$ cat src/rtl/diag_tile_sequencer.sv
// Frame-to-tile sequencer: walks a frame in raster-ordered tiles and issues one
// start per tile to the tile decoder, guarding every tile with a timeout.
module diag_tile_sequencer #(
    parameter int TILE_W         = 64,
    parameter int TILE_H         = 64,
    parameter int TIMEOUT_CYCLES = 1000,
    parameter int CNT_W          = 16
) (
    input  logic             clk,
    input  logic             rst_n,
    input  logic             frame_start,
    input  logic [15:0]      frame_width,
    input  logic [15:0]      frame_height,
    output logic             busy,
    output logic             frame_done,
    output logic             timeout_err,
    output logic             tile_start,
    output logic [15:0]      tile_x,
    output logic [15:0]      tile_y,
    output logic [15:0]      tile_w,
    output logic [15:0]      tile_h,
    input  logic             tile_done,
    output logic [CNT_W-1:0] tiles_completed
);

    localparam logic [16:0]      TW17     = 17'(TILE_W);
    localparam logic [16:0]      TH17     = 17'(TILE_H);
    localparam logic [CNT_W-1:0] TMO_LAST = CNT_W'(TIMEOUT_CYCLES - 1);

    typedef enum logic [2:0] {
        S_IDLE,
        S_ISSUE,
        S_WAIT,
        S_NEXT,
        S_DONE,
        S_ERR
    } state_t;

    state_t            state, state_d;
    logic [15:0]       width_q, width_d;
    logic [15:0]       height_q, height_d;
    logic [CNT_W-1:0]  tmo_cnt, tmo_cnt_d;
    logic              busy_d, frame_done_d, timeout_err_d, tile_start_d;
    logic [15:0]       tile_x_d, tile_y_d, tile_w_d, tile_h_d;
    logic [CNT_W-1:0]  tiles_d;
    logic [16:0]       nx, ny;

    // Remaining extent from an origin, clipped to the nominal tile size.
    function automatic logic [15:0] clip_dim(input logic [15:0] dim,
                                             input logic [15:0] org,
                                             input logic [16:0] nom);
        logic [16:0] rem;
        rem = {1'b0, dim} - {1'b0, org};
        if (rem > nom) clip_dim = nom[15:0];
        else           clip_dim = rem[15:0];
    endfunction

    always_comb begin
        state_d       = state;
        width_d       = width_q;
        height_d      = height_q;
        tmo_cnt_d     = tmo_cnt;
        busy_d        = busy;
        frame_done_d  = 1'b0;
        timeout_err_d = timeout_err;
        tile_start_d  = 1'b0;
        tile_x_d      = tile_x;
        tile_y_d      = tile_y;
        tile_w_d      = tile_w;
        tile_h_d      = tile_h;
        tiles_d       = tiles_completed;
        nx            = {1'b0, tile_x} + TW17;
        ny            = {1'b0, tile_y} + TH17;

        case (state)
            S_IDLE: begin
                if (frame_start) begin
                    width_d       = frame_width;
                    height_d      = frame_height;
                    timeout_err_d = 1'b0;
                    tiles_d       = '0;
                    busy_d        = 1'b1;
                    if (frame_width == 16'd0 || frame_height == 16'd0) begin
                        state_d = S_DONE;
                    end else begin
                        tile_x_d     = 16'd0;
                        tile_y_d     = 16'd0;
                        tile_w_d     = clip_dim(frame_width, 16'd0, TW17);
                        tile_h_d     = clip_dim(frame_height, 16'd0, TH17);
                        tile_start_d = 1'b1;
                        state_d      = S_ISSUE;
                    end
                end
            end
            S_ISSUE: begin
                tmo_cnt_d = '0;
                state_d   = S_WAIT;
            end
            S_WAIT: begin
                // A completion arriving on the final timeout cycle still counts.
                if (tile_done) begin
                    if (tiles_completed != '1) tiles_d = tiles_completed + CNT_W'(1);
                    state_d = S_NEXT;
                end else if (tmo_cnt == TMO_LAST) begin
                    state_d = S_ERR;
                end else begin
                    tmo_cnt_d = tmo_cnt + CNT_W'(1);
                end
            end
            S_NEXT: begin
                if (nx < {1'b0, width_q}) begin
                    tile_x_d     = nx[15:0];
                    tile_w_d     = clip_dim(width_q, nx[15:0], TW17);
                    tile_start_d = 1'b1;
                    state_d      = S_ISSUE;
                end else begin
                    tile_x_d = 16'd0;
                    tile_w_d = clip_dim(width_q, 16'd0, TW17);
                    if (ny < {1'b0, height_q}) begin
                        tile_y_d     = ny[15:0];
                        tile_h_d     = clip_dim(height_q, ny[15:0], TH17);
                        tile_start_d = 1'b1;
                        state_d      = S_ISSUE;
                    end else begin
                        state_d = S_DONE;
                    end
                end
            end
            S_DONE: begin
                frame_done_d = 1'b1;
                busy_d       = 1'b0;
                state_d      = S_IDLE;
            end
            S_ERR: begin
                timeout_err_d = 1'b1;
                busy_d        = 1'b0;
                state_d       = S_IDLE;
            end
            default: state_d = S_IDLE;
        endcase
    end

    always_ff @(posedge clk or negedge rst_n) begin
        if (!rst_n) begin
            state           <= S_IDLE;
            width_q         <= '0;
            height_q        <= '0;
            tmo_cnt         <= '0;
            busy            <= 1'b0;
            frame_done      <= 1'b0;
            timeout_err     <= 1'b0;
            tile_start      <= 1'b0;
            tile_x          <= '0;
            tile_y          <= '0;
            tile_w          <= '0;
            tile_h          <= '0;
            tiles_completed <= '0;
        end else begin
            state           <= state_d;
            width_q         <= width_d;
            height_q        <= height_d;
            tmo_cnt         <= tmo_cnt_d;
            busy            <= busy_d;
            frame_done      <= frame_done_d;
            timeout_err     <= timeout_err_d;
            tile_start      <= tile_start_d;
            tile_x          <= tile_x_d;
            tile_y          <= tile_y_d;
            tile_w          <= tile_w_d;
            tile_h          <= tile_h_d;
            tiles_completed <= tiles_d;
        end
    end

endmodule

$ cat config.mk
export PLATFORM = sky130hd
export DESIGN_NAME = diag_tile_sequencer
export DESIGN_NICKNAME = d
export VERILOG_FILES = /design/src/rtl/diag_tile_sequencer.sv
export SDC_FILE = /design/constraint.sdc
export NUM_CORES = 1
export LEC_CHECK = 0
export ABC_AREA = 0
export CAP_MARGIN = 20
export CORE_MARGIN = 2
export CORE_UTILIZATION = 56
export DETAILED_ROUTE_END_ITERATION = 7
export PLACE_DENSITY = 0.83
export SLEW_MARGIN = 30
export SYNTH_ARGS = -nofsm -noshare
export SYNTH_HDL_FRONTEND = slang
export SYNTH_SLANG_ARGS = --single-unit
$ cat constraint.sdc
create_clock -name clk -period 9.3 [get_ports clk]
set_input_delay 1.86 -clock clk [delete_from_list [all_inputs] [get_ports clk]]
set_output_delay 1.86 -clock clk [all_outputs]
set_load 0.005 [all_outputs]
Yosys cells after proc, flatten, opt, wreduce, memory -nomap -nowiden. Cells that the tools add are included.

Reduce and logical (&&, ||, !) cells: 18. Mux-type cells: 45. $add $sub $neg: 6. Order comparisons: 7. Eq/ne operators: 16.

Operator list (number): $mux W16 (22); $pmux W16 S2 (6); $gt A16 B7 Y1 const B (3); $add A16 B7 Y17 const B (2); $gt A17 B7 Y1 const B (2); $lt A17 B16 Y1 (2); $sub A16 B16 Y17 (2); $add A16 B1 Y16 const B (2); $logic_not A16 Y1 (2); $mux W3 (6); $eq A16 B10 Y1 const B (1); $ne A16 B16 Y1 const B (1); $ne A2 B2 Y1 const B (8); $pmux W3 S4 (1); $reduce_bool A2 Y1 (5); $reduce_and A2 Y1 (4); $mux W1 (7); $eq A3 B2 Y1 const B (2); $eq A3 B3 Y1 const B (2); $pmux W1 S2 (3); $reduce_and A3 Y1 (2); $reduce_and A5 Y1 (1); $reduce_and A4 Y1 (1); $eq A3 B1 Y1 const B (1); other kinds (4) (4).

Input port bits: 36. Register bits: 135. Logic and storage cells: 105.

Depth between registers and ports, before layout. Gate-level depths: netlist (run 1).

Word-level depth: 7. Gate-level depth with buffers: 15.

Worst setup path before layout (run 1). OpenSTA, ideal clock, no wires.

Path type: input-to-reg. Start: in frame_height[0]. End: reg tile_h[2]. Setup slack: 5.358 ns. Arrival: 3.816 ns. Data required time: 9.174 ns. Setup time: 0.126 ns. Stages: 7. Cells stage by stage: or4_1 -> or4_4 -> o221ai_4 -> o31ai_1 -> and4_1 -> buf_2 -> a221o_1.

Word-level cells in the longest chain between the ends: 5. Elaborated cells on any way between the ends: 9. Those cells by class: order compare (1); eq/ne (1); mux (4); reduce/logical (3).

RTL lines: start, declared (RTL line 13) `input logic [15:0] frame_height,`; $gt A16 B7 Y1 (RTL line 54) `if (rem > nom) clip_dim = nom[15:0];`; $mux W16 (RTL line 54); $mux W16 (RTL line 83) `if (frame_width == 16'd0 || frame_height == 16'd0) begin`; $mux W16 (RTL line 77) `if (frame_start) begin`; $pmux W16 S2 (RTL line 75) `case (state)`; end signal, assigned (RTL line 170) `tile_h <= tile_h_d;`; end, declared (RTL line 21) `output logic [15:0] tile_h,`.

Parallel ways exist; a longest one is shown, timed or not. The select of a mux whose other input is x is not followed. A chain may end at the register's enable or synchronous reset.

Worst setup path in the final report (run 1).
Start: in frame_height[0]. End: reg tile_w[0].

Word-level cells in the longest chain between the ends: 4.

RTL lines: $logic_not A16 Y1 (RTL line 83); $logic_or A1 B1 Y1 (RTL line 83); $ne A2 B2 Y1 (no source line); $reduce_and A3 Y1 (no source line); end signal, assigned (RTL line 169) `tile_w <= tile_w_d;`; end, declared (RTL line 20) `output logic [15:0] tile_w,`.

No other way between the ends.

==> summary.txt, run 1 <==
Synth
  – Synth area leaders: dfrtp_1 41%, ha_1 7.8%, nand2_1 5.8%, o21ai_0 4.5%, xor2_1 3.4%
  – Seq cells post-synth: 123
  – Cells after Synth: 870
  – Avg Synthesized Cell Area: a little under 9 µm²
  – Synth top area share: 40.6%
  – Yosys warns: 0
  – Cell taking the most area after synthesis: dfrtp_1
  – Register area share after synthesis: 40.6%
  – Yosys cell types: 63
  – Number of enable flip-flop cells after synthesis: 0
  – Main synth FF type: dfrtp_1
  – Post-synth ARST share: 100%
  – Synthesized cell area: roughly 7600 µm²

Layout
  – Commonest non-fill, non-tap cells in the layout: 123 x dfrtp_1, 117 x nand2_1, 106 x clkdlybuf4s50_1
  – Fraction of layout cells with a size suffix above 1: under 10%
  – Most common cell after layout, fill and taps aside: dfrtp_1
  – Post-layout util: 70.2%
  – Finished Layout Cells: around 1.2k
  – Design Area, Final: between 9000 and 10,000 µm²
  – P&R area growth vs syn: 22.6%
  – ANT cells: 0
  – Nets@finish: 1,048

Timing
  – Final hold violations: 0
  – Setup Skew: 6.99 ps
  – Setup TNS: 0 ps
  – Worst slew margin: 41.8%
  – Final setup viols: 0
  – Fmax: 0.206 GHz
  – Setup WS post-layout: 4460 ps
  – Final Cycle Share: about 52%
  – RSZ-0062 raised after global routing: false
  – Tmin final: a little under 5000 ps
  – Max Transition Viols Final: 0
  – Worst Max-Slew Pin Slew: 870 ps

Clock network
  – CTS Hold Bufs: 0
  – Worst-Skew Late Latency: 420 ps
  – CTS sink count: 123
  – Post_cts resized: 0
  – TritonCTS clock tree: done
  – Post-CTS Setup Inserts: 0
  – H-tree level count: 4
  – Clock buffer depth: 2
  – Reg clk slew, reported paths: 50 ps
  – TritonCTS buffer count: 17
  – Clk root buf: clkbuf_16

Detailed routing
  – Final WL: 19,300 µm
  – Via count: 6,784
  – Via/cell ratio: around 6
  – Drt wl/cell: ~17 µm
  – Drt first-iter violations: 581
  – Antenna Nets Post-Route: 0
  – Remaining DRCs: 0
  – Pre-Repair DR Iteration Count: 5

Placed design
  – Routability cong.: 0.947
  – Setup WS pre-CTS: 4150 ps
  – Dpl hpwl: 13,900 µm
  – Input/output buffers: 107
  – DP Area: about 8700 µm²
  – Placed Instances: about 1.1k

Worst hold path
  – Worst min-delay path class: flip-flop to flip-flop
  – Hold depth: 1

Pwr
  – Internal Pwr Total: 1450 µW
  – PwrDens: 265 nW/µm²
  – Sequential share of power: ~30%
  – Max VDD drop: ~0.15 mV
  – Gate power share: 44.2%
  – NetSw: 1010 µW
  – Clk pwr share: around a quarter
  – Leak Pwr: 0.00420 µW
  – Sw Ratio: just over 40%

Global route
  – Largest net degree at the start of global routing: 80
  – Total grt overflow: 0
  – Initial antenna violation count: 0
  – All-layer global routing usage: 27.3%
  – Vias in the first global route: approximately 6.4k
  – First-pass GRT wire length: ~31,000 µm

Critical path
  – CP Buf/Inv Count: 2
  – Worst setup SP type: primary input
  – Setup CP Type: primary input to flip-flop
  – Worst setup EP type: flip-flop
  – Data required, critical path: 9640 ps
  – Data arrival, critical path: 5180 ps
  – Critical Path, Cell by Cell: clkdlybuf4s50_1, or4_1, or4_4, o221ai_4, inv_1, nor2_1, nor3b_1, a21oi_1
  – Top Family by Delay on Critical Path: simple AND/OR/NAND/NOR gates
  – Worst path depth: 8
  – Slowest cell on the critical path: nor2_1
  – Max FO, Critical Path: 28
  – Max stage delay on crit path: 700 ps
  – R2R depth: 12

Run
  – Max Cap Viol: 0

Die
  – Cell Rows: 42
  – Initial core utilization: 57.2%
  – Die area: 14,500 µm²
  – Core Footprint: 13,200 µm²
  – Boundary Pins: 120
  – Die Ht: approximately 120 µm
  – DIE WIDTH: 120 µm

Outcome
  – Status: finished clean
==> through the flow <==
stage | total power, µW | hold WS [ps]
3_3_place_gp | 1780 | 472
2_1_floorplan | 1520 | 460
4_1_cts | 2440 | 493
6_report | 2460 | 485
5_1_grt | 2630 | 516
3_5_place_dp | 1800 | 471
==> synthesized netlist by cell type, drive strengths merged, types with 4 or more instances <==
library cell,number
nand3,28
and4,6
ha,47
dfrtp,123
o211ai,11
or4,7
or3b,4
xor2,29
o22ai,6
inv,65
a21oi,41
nand2,117
nor2,59
mux2i,9
or3,11
clkbuf,27
o31a,4
buf,19
and2,14
and3,28
nand4,13
a31oi,4
xnor2,19
o21ai,69
nor4,8
nor3b,5
nand2b,4
a221o,5
o2111ai,4
a21o,6
a211oi,10
o21a,6
nor3,21
==> state kept, by name, summed over array words and instances (netlist names), 3 cells and up <==
register,flops
tile_y,10
tile_h,16
height_q,16
width_q,16
state,3
tile_w,16
tiles_completed,16
tmo_cnt,16
tile_x,10
==> final timing paths <==
kind                                       from          to  slack [ps]
worst max-delay path            frame_height[0]   tile_w[0]        4460
worst min-delay path                 tile_h[13]  tile_h[13]         490
worst max register to register        tile_x[6]   tile_h[1]        5110
worst min register to register       tile_h[13]  tile_h[13]         490
max in group asynchronous                 rst_n        busy        6750
min in group asynchronous                 rst_n  tile_x[12]        1440
==> power by group through the flow <==
stage | combinational [µW] | sequential, µW | clock, µW
2_1_floorplan | 814 | 709 | 0
3_5_place_dp | 1060 | 743 | 0
4_1_cts | 1070 | 738 | 637
5_1_grt | 1210 | 753 | 662
3_3_place_gp | 1030 | 742 | 0
6_report | 1090 | 740 | 630
==> metal layers <==
metal	vias to the layer above	share of wire [%]	global-route usage (%)
met4	0	2.8	10.4
li1	3223	-	-
met5	-	0	0
met3	41	5.2	4.76
met1	3282	44	36.4
met2	238	48	44.7
==> cells by family after synthesis <==
group / Yosys count / synth area share, %
AND/OR/NAND/NOR: 333 / 21.8
AO/OA/AOI/OAI: 195 / 16.5
flip-flops: 123 / 40.6
buffers and inverters: 111 / 6.19
XOR/XNOR: 48 / 5.55
adder cells (fa/ha/maj): 47 / 7.76
multiplexers: 11 / 1.49
other: 2 / 0.0991
==> area by class of cell <==
type,count,area (µm²)
tap,176,220
fill,1103,3950
clock buffer,20,467
multi-input combinational,649,4100
inverter,65,244
timing repair buffer,109,1090
sequential,123,3080
clock inverter,12,96.3
(Power assumes the default switching activity.)
==> run 2, diff against run 1 <==
- CORE_UTILIZATION: 56 -> 49
- PLACE_DENSITY: 0.83 -> 0.77
- clock period: 9.3 -> 4.4 ns (I/O delays scaled with it)
==> summary.txt, run 2 (synthesis results as in run 1) <==
Detailed routing
  – Final WL: 19,300 µm
  – Drt wl/cell: approximately 16 µm
  – Via/cell ratio: ~5.7
  – Drt first-iter violations: roughly 560
  – Via count: 6,639
  – Remaining DRCs: 0
  – Pre-Repair DR Iteration Count: 5
  – Antenna Nets Post-Route: 0

Timing
  – Max Transition Viols Final: 0
  – Setup WS post-layout: 446 ps
  – Final setup viols: 0
  – Fmax: 0.253 GHz
  – Worst slew margin: approximately 47%
  – Final Cycle Share: 89.9%
  – Setup TNS: 0 ps
  – Setup Skew: 5.61 ps
  – RSZ-0062 raised after global routing: false
  – Worst Max-Slew Pin Slew: 785 ps
  – Final hold violations: 0
  – Tmin final: 3950 ps

Worst hold path
  – Worst min-delay path class: flip-flop to flip-flop
  – Hold path startpoint: tile_h[8]
  – Worst Hold Path EP: tile_h[8]
  – Hold depth: 1

Clock network
  – Post_cts resized: 0
  – CTS Hold Bufs: 0
  – Worst-Skew Late Latency: roughly 410 ps
  – Clk root buf: clkbuf_16
  – CTS sink count: around 120
  – TritonCTS buffer count: 17
  – TritonCTS clock tree: done
  – Post-CTS Setup Inserts: 0
  – Reg clk slew, reported paths: around 50 ps
  – H-tree level count: 4
  – Clock buffer depth: 2

Critical path
  – Setup CP Type: flip-flop to flip-flop
  – FF-to-FF Start: tile_y[8]
  – R2R depth: 12
  – R2r endpoint: tile_h[3]
  – Data required, critical path: 4750 ps
  – Data arrival, critical path: ~4300 ps
  – Worst setup SP type: flip-flop
  – R2R Setup Slk: 450 ps
  – Worst setup EP type: flip-flop
  – Max FO, Critical Path: 7

Layout
  – Fraction of layout cells with a size suffix above 1: 5.60%
  – Commonest non-fill, non-tap cells in the layout: 123 x dfrtp_1, 117 x nand2_1, 106 x clkdlybuf4s50_1
  – Most common cell after layout, fill and taps aside: dfrtp_1
  – Finished Layout Cells: 1,171
  – Nets@finish: 1,056
  – ANT cells: 0
  – P&R area growth vs syn: 23.1%
  – Post-layout util: 61.6%

Die
  – Boundary Pins: 120
  – Die Ht: 128 µm
  – DIE WIDTH: 128 µm
  – Initial core utilization: 50.0%
  – Cell Rows: 45
  – Die area: 16,500 µm²
  – Core Footprint: 15,100 µm²

Pwr
  – Max VDD drop: 0.361 mV
  – PwrDens: 556 nW/µm²
  – Leak Pwr: 0.00423 µW

Global route
  – Initial antenna violation count: 0
  – Largest net degree at the start of global routing: 80
  – Total grt overflow: 0
  – First-pass GRT wire length: 31,600 µm
  – Vias in the first global route: 6,354
  – All-layer global routing usage: 24.0%

Placed design
  – Setup WS pre-CTS: 548 ps
  – Placed Instances: 1,142
  – Dpl hpwl: 14,100 µm
  – Input/output buffers: between 100 and 150
  – Routability cong.: 0.978

Run
  – Max Cap Viol: 0

Outcome
  – Status: finished clean
[run 2: cell types whose count changed in the layout (fill, tap and decap cells not counted), sizes merged]
cell / previous run / this run
inv: 66 / 65
buf: 3 / 11
clkinv: 7 / 6
clkinvlp: 3 / 1
clkbuf: 20 / 21
[run 2: worst max-delay path, stage by stage, from the launching register on]
cell      delay [ps]
dfrtp_1          460
and3_1           210
and3_1           310
xor2_1           270
inv_1             70
ha_1             280
nor3_1           330
nor4b_1          470
nor2_1            80
o211a_1          150
o311ai_0         580
and4_1           470
a221o_1          200
[run 2: layout make-up]
| type | instances | area, µm² |
|---|---|---|
| inverter | 65 | 244 |
| multi-input combinational | 649 | 4090 |
| timing repair buffer | 117 | 1150 |
| tap | 188 | 235 |
| fill | 1310 | 5810 |
| clock inverter | 8 | 71.3 |
| sequential | 123 | 3080 |
| clock buffer | 21 | 470 |
[run 2: stage by stage]
stage	cell area, µm²	total power, µW	hold slack [ps]
6_report	9330	5190	488
5_1_grt	9330	5560	506
4_1_cts	9330	5170	492
3_5_place_dp	8790	3850	479
3_3_place_gp	8790	3820	475
2_1_floorplan	7630	3220	460
[run 2: worst max path at each step]
| stage | start | to | slack (ps) |
|---|---|---|---|
| after floorplan | tile_x[6] | tile_y[6] | 1100 |
| after global placement | tile_y[8] | tile_h[3] | 630 |
| after detailed placement | tile_y[6] | tile_h[0] | 550 |
| after CTS | tile_x[8] | tile_h[3] | 510 |
| after global routing | tile_y[8] | tile_h[3] | 180 |
| final | tile_y[8] | tile_h[3] | 450 |
[run 2: where the power goes]
| part | switching, µW | leakage, µW | internal, µW |
|---|---|---|---|
| Clock | 495 | 0.000270 | 806 |
| Combinational | 1410 | 0.00232 | 921 |
| Sequential | 214 | 0.00164 | 1350 |
| Total | 2120 | 0.00423 | 3070 |
[run 2: metal layers]
layer | track usage [%] | routed length (µm)
met5 | 0 | 0
met4 | 6.98 | 361
met3 | 3.87 | 1020
met2 | 38.5 | 9030
met1 | 33.7 | 8880
==> run 3, diff against run 2 <==
- CORE_UTILIZATION: 49 -> 35
- PLACE_DENSITY: 0.77 -> default
==> summary.txt, run 3 (synthesis results as in run 1) <==
Outcome
  – Status: finished clean

Critical path
  – Setup crit start: tile_x[8]
  – Data required, critical path: between 4000 and 5000 ps
  – Setup CP Type: flip-flop to flip-flop
  – Data arrival, critical path: 4240 ps
  – Worst setup EP type: flip-flop
  – FF-to-FF Start: tile_x[8]
  – R2r endpoint: tile_h[3]
  – Worst setup SP type: flip-flop
  – Max FO, Critical Path: 7
  – CP Buf/Inv Count: 1
  – Top Family by Delay on Critical Path: simple AND/OR/NAND/NOR gates
  – Critical Path, Cell by Cell: and3_1, and3_1, and3_1, nand3_1, xor2_1, inv_1, ha_1, o21a_1, o2111ai_1, and2_1, o31ai_1, and4_1, a221o_1
  – R2R depth: 13
  – CP dominant cell by count: and3_1
  – Max stage delay on crit path: 520 ps
  – R2R Setup Slk: 510 ps
  – Slowest cell on the critical path: o31ai_1

Placed design
  – Dpl hpwl: between 10,000 and 15,000 µm
  – Input/output buffers: 107
  – Routability cong.: ~0.93
  – DP Area: between 8000 and 9000 µm²

Pwr
  – Leak Pwr: roughly 0.0043 µW
  – Sequential share of power: 29.0%
  – Sw Ratio: 40.1%
  – Clk pwr share: 27.9%
  – Internal Pwr Total: 3240 µW
  – Max VDD drop: approximately 0.21 mV
  – PwrDens: ~570 nW/µm²
  – NetSw: 2170 µW
  – Gate power share: 43.1%

Global route
  – Total grt overflow: 0
  – Largest net degree at the start of global routing: 64
  – First-pass GRT wire length: 32,900 µm
  – All-layer global routing usage: 18.3%
  – Initial antenna violation count: 0
  – Vias in the first global route: 6,357

Layout
  – Nets@finish: ~1.1k
  – Commonest non-fill, non-tap cells in the layout: 123 x dfrtp_1, 117 x nand2_1, 106 x clkdlybuf4s50_1
  – Fraction of layout cells with a size suffix above 1: 5.58%
  – Design Area, Final: about 9500 µm²
  – Most common cell after layout, fill and taps aside: dfrtp_1
  – P&R area growth vs syn: 25.8%
  – ANT cells: 0

Timing
  – Fmax: approximately 0.26 GHz
  – Final setup viols: 0
  – Max Transition Viols Final: 0
  – Final Cycle Share: 88.3%
  – Setup Skew: slightly above 9 ps
  – Final hold violations: 0
  – Setup TNS: 0 ps
  – Worst Max-Slew Pin Slew: 870 ps
  – Worst slew margin: between 40% and 50%
  – RSZ-0062 raised after global routing: false
  – Tmin final: just under 4000 ps

Clock network
  – H-tree level count: 4
  – TritonCTS clock tree: done
  – Clock buffer depth: 2
  – Reg clk slew, reported paths: 60 ps
  – Post_cts resized: 0
  – CTS sink count: 123
  – TritonCTS buffer count: 17
  – CTS Hold Bufs: 0
  – Post-CTS Setup Inserts: 0
  – Clk root buf: clkbuf_16
  – Worst-Skew Late Latency: 420 ps

Die
  – Cell Rows: 53
  – Die Ht: 151 µm
  – Die area: 22,800 µm²
  – Initial core utilization: a little over a third
  – Boundary Pins: 120
  – DIE WIDTH: 151 µm
  – Core Footprint: 21,200 µm²

Detailed routing
  – Final WL: ~20,000 µm
  – Pre-Repair DR Iteration Count: 5
  – Drt wl/cell: 16.1 µm
  – Antenna Nets Post-Route: 0
  – Via count: 6,530
  – Via/cell ratio: 5.18
  – Remaining DRCs: 0
  – Drt first-iter violations: 353

Worst hold path
  – Hold depth: 1
  – Hold path startpoint: tile_h[13]
  – Worst Hold Path EP: tile_h[13]
  – Worst min-delay path class: flip-flop to flip-flop

Run
  – Max Cap Viol: 0
==> run 3: cell count changes in the layout (fill, tap and decap cells not counted), sizes merged <==
cell / delta
buf: -1
bufinv: +3
clkbuf: +1
clkinv: -3
clkinvlp: +2
==> run 3: final cells by class <==
class | count | area [µm²]
clock inverters | 10 | 165
multi-input cells | 649 | 4090
well taps | 275 | 344
flip-flops and latches | 123 | 3080
repair buffers | 116 | 1150
fillers | 2071 | 11600
inverters | 65 | 244
clock buffers | 22 | 464
==> run 3: power groups by stage <==
stage | Clock [µW] | Combinational (µW) | Sequential, µW
2_1_floorplan | 0 | 1720 | 1500
3_3_place_gp | 0 | 2290 | 1580
3_5_place_dp | 0 | 2290 | 1580
4_1_cts | 1540 | 2310 | 1560
5_1_grt | 1590 | 2620 | 1600
6_report | 1510 | 2330 | 1560
==> run 3: worst max-delay path by stage <==
stage                     slack (ps)  depth (start not counted)        end
after CTS                        530                         13  tile_h[0]
final                            510                         13  tile_h[3]
after floorplan                 1100                         15  tile_y[6]
after global placement           640                         13  tile_h[3]
after global routing             160                         13  tile_h[5]
after detailed placement         600                         13  tile_h[0]
==> run 3: worst register-to-register path, cell delays in order (launching register included) <==
cell	delay [ps]
dfrtp_1	460
and3_1	260
and3_1	240
and3_1	260
nand3_1	110
xor2_1	240
inv_1	70
ha_1	370
o21a_1	210
o2111ai_1	170
and2_1	260
o31ai_1	520
and4_1	470
a221o_1	200
==> run 3: routing by layer <==
metal	global-route usage, %	wire length [µm]
met1	24.9	9650
met5	0	0
met2	29.6	9510
met3	3.83	838
met4	5.23	332
==> run 3: per-stage QoR <==
stage          setup WS [ps]  power [µW]  hold WS [ps]  util (%)  cells
5_1_grt                  158        5810           501      45.1   1260
4_1_cts                  531        5420           488      45.1   1260
3_5_place_dp             595        3870           470      42.1   1228
6_report                 514        5400           480      45.1   1260
2_1_floorplan           1100        3220           460         -    883
3_3_place_gp             635        3870           467      42.1   1228
